[config.mk]
export PLATFORM = sky130hd
export DESIGN_NAME = data_ram_arbiter_flat
export DESIGN_NICKNAME = d
export VERILOG_FILES = /design/src/rtl/data_ram_arbiter_pkg.sv /design/src/rtl/data_ram_arbiter_if.sv /design/src/rtl/data_ram_arbiter.sv /design/src/flat_wrapper.sv
export SDC_FILE = /design/constraint.sdc
export NUM_CORES = 1
export LEC_CHECK = 0
export ABC_AREA = 1
export BUFFER_PORTS_ARGS = -buffer_cell sky130_fd_sc_hd__clkbuf_2
export CORE_UTILIZATION = 45
export CTS_BUF_LIST = sky130_fd_sc_hd__clkbuf_8
export CTS_CLUSTER_DIAMETER = 200
export DETAILED_ROUTE_END_ITERATION = 10
export MAX_ROUTING_LAYER = met4
export PLACE_DENSITY = 0.86
export SETUP_SLACK_MARGIN = 0.1
export SYNTH_ARGS = -nofsm -noshare
export SYNTH_HDL_FRONTEND = slang
export SYNTH_SLANG_ARGS = --single-unit
[constraint.sdc]
create_clock -name clk -period 3.6 [get_ports clk]
set_input_delay 0.18 -clock clk [delete_from_list [all_inputs] [get_ports clk]]
set_output_delay 0.18 -clock clk [all_outputs]
set_load 0.005 [all_outputs]
[src/rtl/data_ram_arbiter_pkg.sv]
// Shared definitions for the data RAM arbiter and the processor/RAM wrappers.
// Holds the default bus widths, the read-owner encoding and the counter helper.
package data_ram_arbiter_pkg;

  localparam int ADDR_W_DEF = 7;
  localparam int DATA_W_DEF = 16;

  typedef enum logic {
    OWN_PROC = 1'b0,
    OWN_HOST = 1'b1
  } owner_e;

  function automatic logic [3:0] satInc4(input logic [3:0] value);
    return (value == 4'hF) ? value : value + 4'd1;
  endfunction

endpackage

[src/rtl/data_ram_arbiter_if.sv]
// Processor, host and RAM port bundle for the data RAM arbiter.
// The slave modport is the arbiter's view; master is the surrounding system.
interface data_ram_arbiter_if
  import data_ram_arbiter_pkg::*;
#(
  parameter int ADDR_W = ADDR_W_DEF,
  parameter int DATA_W = DATA_W_DEF
);

  logic              proc_re;
  logic              proc_we;
  logic [ADDR_W-1:0] proc_addr;
  logic [DATA_W-1:0] proc_din;
  logic [DATA_W-1:0] proc_dout;
  logic              proc_stall;

  logic              host_req;
  logic              host_we;
  logic [ADDR_W-1:0] host_addr;
  logic [DATA_W-1:0] host_wdata;
  logic              host_gnt;
  logic              host_rvalid;
  logic [DATA_W-1:0] host_rdata;

  logic              ram_read_en;
  logic              ram_write_en;
  logic [ADDR_W-1:0] ram_addr;
  logic [DATA_W-1:0] ram_din;
  logic [DATA_W-1:0] ram_dout;

  modport slave (
    input  proc_re, proc_we, proc_addr, proc_din,
    input  host_req, host_we, host_addr, host_wdata,
    input  ram_dout,
    output proc_dout, proc_stall,
    output host_gnt, host_rvalid, host_rdata,
    output ram_read_en, ram_write_en, ram_addr, ram_din
  );

  modport master (
    output proc_re, proc_we, proc_addr, proc_din,
    output host_req, host_we, host_addr, host_wdata,
    output ram_dout,
    input  proc_dout, proc_stall,
    input  host_gnt, host_rvalid, host_rdata,
    input  ram_read_en, ram_write_en, ram_addr, ram_din
  );

endinterface

[src/rtl/data_ram_arbiter.sv]
// Single-port data RAM arbiter: processor has priority, the host is granted
// when the processor is idle or after STARVE_LIMIT consecutive refusals.
module data_ram_arbiter
  import data_ram_arbiter_pkg::*;
#(
  parameter int ADDR_W       = ADDR_W_DEF,
  parameter int DATA_W       = DATA_W_DEF,
  parameter int STARVE_LIMIT = 8
) (
  input logic              clk,
  input logic              rst_n,
  data_ram_arbiter_if.slave bus
);

  localparam logic [3:0] LIMIT = 4'(STARVE_LIMIT);

  logic              procReq;
  logic              hostWin;
  logic              procWin;
  logic              readEn;
  logic [ADDR_W-1:0] ramAddr;
  logic [DATA_W-1:0] ramDin;

  logic [3:0]        waitCnt_q, waitCnt_d;
  logic              rdPending_q;
  owner_e            rdOwner_q;
  logic [DATA_W-1:0] procHold_q;
  logic [DATA_W-1:0] hostHold_q;

  // Grants are gated by rst_n so the RAM port is quiet while reset is held.
  always_comb begin
    procReq = bus.proc_re | bus.proc_we;
    hostWin = rst_n & bus.host_req & (~procReq | (waitCnt_q == LIMIT));
    procWin = rst_n & procReq & ~hostWin;

    readEn  = 1'b0;
    ramAddr = bus.proc_addr;
    ramDin  = bus.proc_din;
    bus.ram_write_en = 1'b0;
    if (hostWin) begin
      readEn           = ~bus.host_we;
      bus.ram_write_en = bus.host_we;
      ramAddr          = bus.host_addr;
      ramDin           = bus.host_wdata;
    end else if (procWin) begin
      readEn           = bus.proc_re;
      bus.ram_write_en = bus.proc_we;
    end
    bus.ram_read_en = readEn;
    bus.ram_addr    = ramAddr;
    bus.ram_din     = ramDin;

    bus.host_gnt   = hostWin;
    bus.proc_stall = rst_n & procReq & ~procWin;

    waitCnt_d = (hostWin | ~bus.host_req) ? 4'd0 : satInc4(waitCnt_q);
  end

  // Read data is live from the RAM in the return cycle and held afterwards.
  always_comb begin
    bus.host_rvalid = rdPending_q & (rdOwner_q == OWN_HOST);
    bus.host_rdata  = bus.host_rvalid ? bus.ram_dout : hostHold_q;
    bus.proc_dout   = (rdPending_q & (rdOwner_q == OWN_PROC)) ? bus.ram_dout : procHold_q;
  end

  always_ff @(posedge clk or negedge rst_n) begin
    if (!rst_n) begin
      waitCnt_q   <= 4'd0;
      rdPending_q <= 1'b0;
      rdOwner_q   <= OWN_PROC;
      procHold_q  <= '0;
      hostHold_q  <= '0;
    end else begin
      waitCnt_q   <= waitCnt_d;
      rdPending_q <= readEn;
      if (readEn) begin
        rdOwner_q <= hostWin ? OWN_HOST : OWN_PROC;
      end
      if (rdPending_q && rdOwner_q == OWN_PROC) begin
        procHold_q <= bus.ram_dout;
      end
      if (rdPending_q && rdOwner_q == OWN_HOST) begin
        hostHold_q <= bus.ram_dout;
      end
    end
  end

endmodule

[src/flat_wrapper.sv]
// flat-port wrapper written by rule: the top's interface ports become plain ports
module data_ram_arbiter_flat import data_ram_arbiter_pkg::*;
#(
  parameter int ADDR_W       = ADDR_W_DEF,
  parameter int DATA_W       = DATA_W_DEF,
  parameter int STARVE_LIMIT = 8
)
  (clk, rst_n, bus_proc_re, bus_proc_we, bus_proc_addr, bus_proc_din, bus_host_req, bus_host_we, bus_host_addr, bus_host_wdata, bus_ram_dout, bus_proc_dout, bus_proc_stall, bus_host_gnt, bus_host_rvalid, bus_host_rdata, bus_ram_read_en, bus_ram_write_en, bus_ram_addr, bus_ram_din);
  data_ram_arbiter_if #(.ADDR_W(ADDR_W), .DATA_W(DATA_W)) bus_i ();
  input logic clk;
  input logic rst_n;
  input wire logic [$bits(bus_i.proc_re)-1:0] bus_proc_re;
  input wire logic [$bits(bus_i.proc_we)-1:0] bus_proc_we;
  input wire logic [$bits(bus_i.proc_addr)-1:0] bus_proc_addr;
  input wire logic [$bits(bus_i.proc_din)-1:0] bus_proc_din;
  input wire logic [$bits(bus_i.host_req)-1:0] bus_host_req;
  input wire logic [$bits(bus_i.host_we)-1:0] bus_host_we;
  input wire logic [$bits(bus_i.host_addr)-1:0] bus_host_addr;
  input wire logic [$bits(bus_i.host_wdata)-1:0] bus_host_wdata;
  input wire logic [$bits(bus_i.ram_dout)-1:0] bus_ram_dout;
  output wire logic [$bits(bus_i.proc_dout)-1:0] bus_proc_dout;
  output wire logic [$bits(bus_i.proc_stall)-1:0] bus_proc_stall;
  output wire logic [$bits(bus_i.host_gnt)-1:0] bus_host_gnt;
  output wire logic [$bits(bus_i.host_rvalid)-1:0] bus_host_rvalid;
  output wire logic [$bits(bus_i.host_rdata)-1:0] bus_host_rdata;
  output wire logic [$bits(bus_i.ram_read_en)-1:0] bus_ram_read_en;
  output wire logic [$bits(bus_i.ram_write_en)-1:0] bus_ram_write_en;
  output wire logic [$bits(bus_i.ram_addr)-1:0] bus_ram_addr;
  output wire logic [$bits(bus_i.ram_din)-1:0] bus_ram_din;
  assign bus_i.proc_re = bus_proc_re;
  assign bus_i.proc_we = bus_proc_we;
  assign bus_i.proc_addr = bus_proc_addr;
  assign bus_i.proc_din = bus_proc_din;
  assign bus_i.host_req = bus_host_req;
  assign bus_i.host_we = bus_host_we;
  assign bus_i.host_addr = bus_host_addr;
  assign bus_i.host_wdata = bus_host_wdata;
  assign bus_i.ram_dout = bus_ram_dout;
  assign bus_proc_dout = bus_i.proc_dout;
  assign bus_proc_stall = bus_i.proc_stall;
  assign bus_host_gnt = bus_i.host_gnt;
  assign bus_host_rvalid = bus_i.host_rvalid;
  assign bus_host_rdata = bus_i.host_rdata;
  assign bus_ram_read_en = bus_i.ram_read_en;
  assign bus_ram_write_en = bus_i.ram_write_en;
  assign bus_ram_addr = bus_i.ram_addr;
  assign bus_ram_din = bus_i.ram_din;
  data_ram_arbiter #(.ADDR_W(ADDR_W), .DATA_W(DATA_W), .STARVE_LIMIT(STARVE_LIMIT)) u_core (.clk(clk), .rst_n(rst_n), .bus(bus_i));
endmodule
==> run metrics <==
RR Startpoint=u_core.rdOwner_q; max-slew violations=0; Max-cap violations=0; post-layout util=68.1%; clock transition at the registers of the reported paths=0.07 ns; CTS buffer count=5; Mapped Nets=314; first-pass GRT wire length=7160 um; WP data required=3.42 ns; worst min-delay path startpoint=bus_ram_dout[7]; Post-CTS Setup Bufs=0; Die H=66.0 um; GR Overflow Total=0; Warnings, synthesis=0; Tmin final=2.10 ns; Setup Viol. Count Final=0; crit path DAT=1.92 ns; Via density=4.50; Antenna Cells=0; Cell variety after synth=19; DRC=0; Yosys reg bits=38; GRT Total Usage=22.4%; area share of the largest cell type after synthesis=51.6%; area grow syn2layout=40.3%; hpwl dp=3580 um; Cell Pwr Density=471 nW/um2; First-pass DRT Iterations=4; vias in the first global route=1623; CTS tree=done; final hold vios=0; setup TNS=0 ns; # fillers=326; H-tree depth=2; Final GP Congestion=0.757; Synth area leaders=dfrtp_1 52%, nand2_1 23%, o21ai_0 9.2%, inv_1 5.5%, ha_1 1.4%; final cell count without fillers=419; CTS root buffer=clkbuf_8; overall via count from detail_route=1886; initial antenna violation count=0; Worst setup SP type=flop; Worst Setup End Kind=output pin; post-synth top area cell=dfrtp_1; largest net degree at the start of global routing=41; Die Wd=66.0 um; synthesized area=1840 um2; layout cells sized above 1=37.7%; port bufs=127; crit path from=u_core.rdOwner_q; clock buffer depth=2; clk_lat worst skew=0.28 ns; final net count=440; Wirelength per Cell=10.8 um; flop2flop setup slack=2.04 ns; Clock Sinks=38; drt total wl=4540 um; register area=951 um2; Core ar.=3800 um2; Slew @ Worst Pin=0.864 ns; row count=22; drt initial violations=86; RSZ-0062 raised after global routing=false; Fin Hold WS=0.177 ns; period utilization=58.3%; post-synthesis sequential area ratio=51.6%; Crit Path Max Fanout=32; Initial Util=48.5%; Leak=1.64 nW; io pins=128; Slew headroom=42.3%; Die Footprint=4360 um2; peak supply drop=0.417 mV; Setup Crit Path Kind=reg -> out; outcome=finished, final reports clean; Fmax=0.476 GHz; class of the worst hold path=in -> reg; Multi-input gate area=718 um2; Mean Syn Cell Area=7.55 um2; antenna-violating nets left=0; placed cell count=410; Worst Skew=0.00495 ns; cell count after synthesis=244
-- layout make-up --
cell class,count,share of cell area (%)
Tap cell,48,2.32
Inverter,29,4.31
Sequential cell,38,36.8
Clock inverter,2,0.339
Multi-Input combinational cell,167,27.8
Timing Repair Buffer,129,25.3
Clock buffer,6,3.19
-- report_power, final --
group          total [mW]  switching, mW  leakage [nW]  internal, mW
combinational       0.362          0.197          1.12         0.165
sequential          0.571         0.0334         0.468         0.537
clock               0.286          0.135        0.0524         0.151
total                1.22          0.365          1.64         0.853
-- cell usage after synthesis --
master and n:
o21ai_0 34, buf_6 2, clkbuf_1 4, inv_2 1, inv_1 27, ha_1 2, nand2_2 1, nand2_4 1
a21oi_1 2, nand3_2 1, inv_4 1, nand2_1 115, nor2_1 6, nand3b_1 1, xor2_1 1, buf_2 2
dfrtp_1 38, buf_4 2, nand3_1 3
-- per-stage QoR --
step	instance area, um2	worst slack [ns]	total power [mW]
3_3_place_gp	2480	1.85	0.924
6_report	2580	1.50	1.22
4_1_cts	2580	1.46	1.24
2_1_floorplan	1840	2.27	0.738
3_5_place_dp	2480	1.82	0.942
5_1_grt	2580	1.26	1.31
-- path summary, 6_finish.rpt --
kind,end,cells past startpoint
max,bus_proc_dout[2],4
max reg2reg,u_core.procHold_q[2],3
min reg2reg,u_core.hostHold_q[7],2
min in group asynchronous,u_core.hostHold_q[3],3
min,u_core.hostHold_q[7],3
max in group asynchronous,u_core.procHold_q[0],3
-- cell usage in the layout, fill, tap and decap left out --
cell	Yosys	final
inv_2	1	1
o21ai_0	34	34
inv_4	1	1
nand2_4	1	1
a21oi_1	2	2
nand3_1	3	3
xor2_1	1	1
clkbuf_8	0	6
buf_4	2	1
nor2_1	6	6
dfrtp_1	38	38
ha_1	2	2
dlygate4sd3_1	0	1
clkbuf_2	0	127
inv_1	27	28
nand2_2	1	1
clkinv_2	0	1
nand3b_1	1	1
nand2_1	115	115
nand3_2	1	1
-- kinds of logic after synthesis --
| group | count (synthesis) | synth area share (%) |
|---|---|---|
| fa+ha+maj | 2 | 1.36 |
| xor+xnor | 1 | 0.475 |
| flops | 38 | 51.6 |
| buf+inv | 39 | 9.44 |
| compound gates | 36 | 9.78 |
| simple gates | 128 | 27.4 |
-- registers in the layout, summed over array words and instances, names as in the netlist --
signal              cells
u_core.rdOwner_q        1
u_core.waitCnt_q        4
u_core.hostHold_q      16
u_core.rdPending_q      1
u_core.procHold_q      16
-- routing by layer --
| layer | GRT usage [%] | vias up | part of all wire [%] |
|---|---|---|---|
| met5 | - | - | 0 |
| met4 | 7.18 | 0 | 1.0 |
| met2 | 36.7 | 40 | 54 |
| met1 | 27.1 | 844 | 41 |
| met3 | 5.34 | 5 | 3.9 |
| li1 | - | 997 | - |
-- repair_timing --
| action | 4_1_cts | 5_1_grt |
|---|---|---|
| gates resized for setup | 0 | 0 |
| hold buffers | 1 | 0 |
| endpoints found under the hold margin | 38 | 0 |
-- worst max-delay path, stage by stage (launching register included) --
cell	delay (ns)
dfrtp_1	0.39
inv_1	0.06
nand2_1	0.48
o21ai_0	0.50
clkbuf_2	0.19
Note: power is estimated with default switching activity, not from simulation.
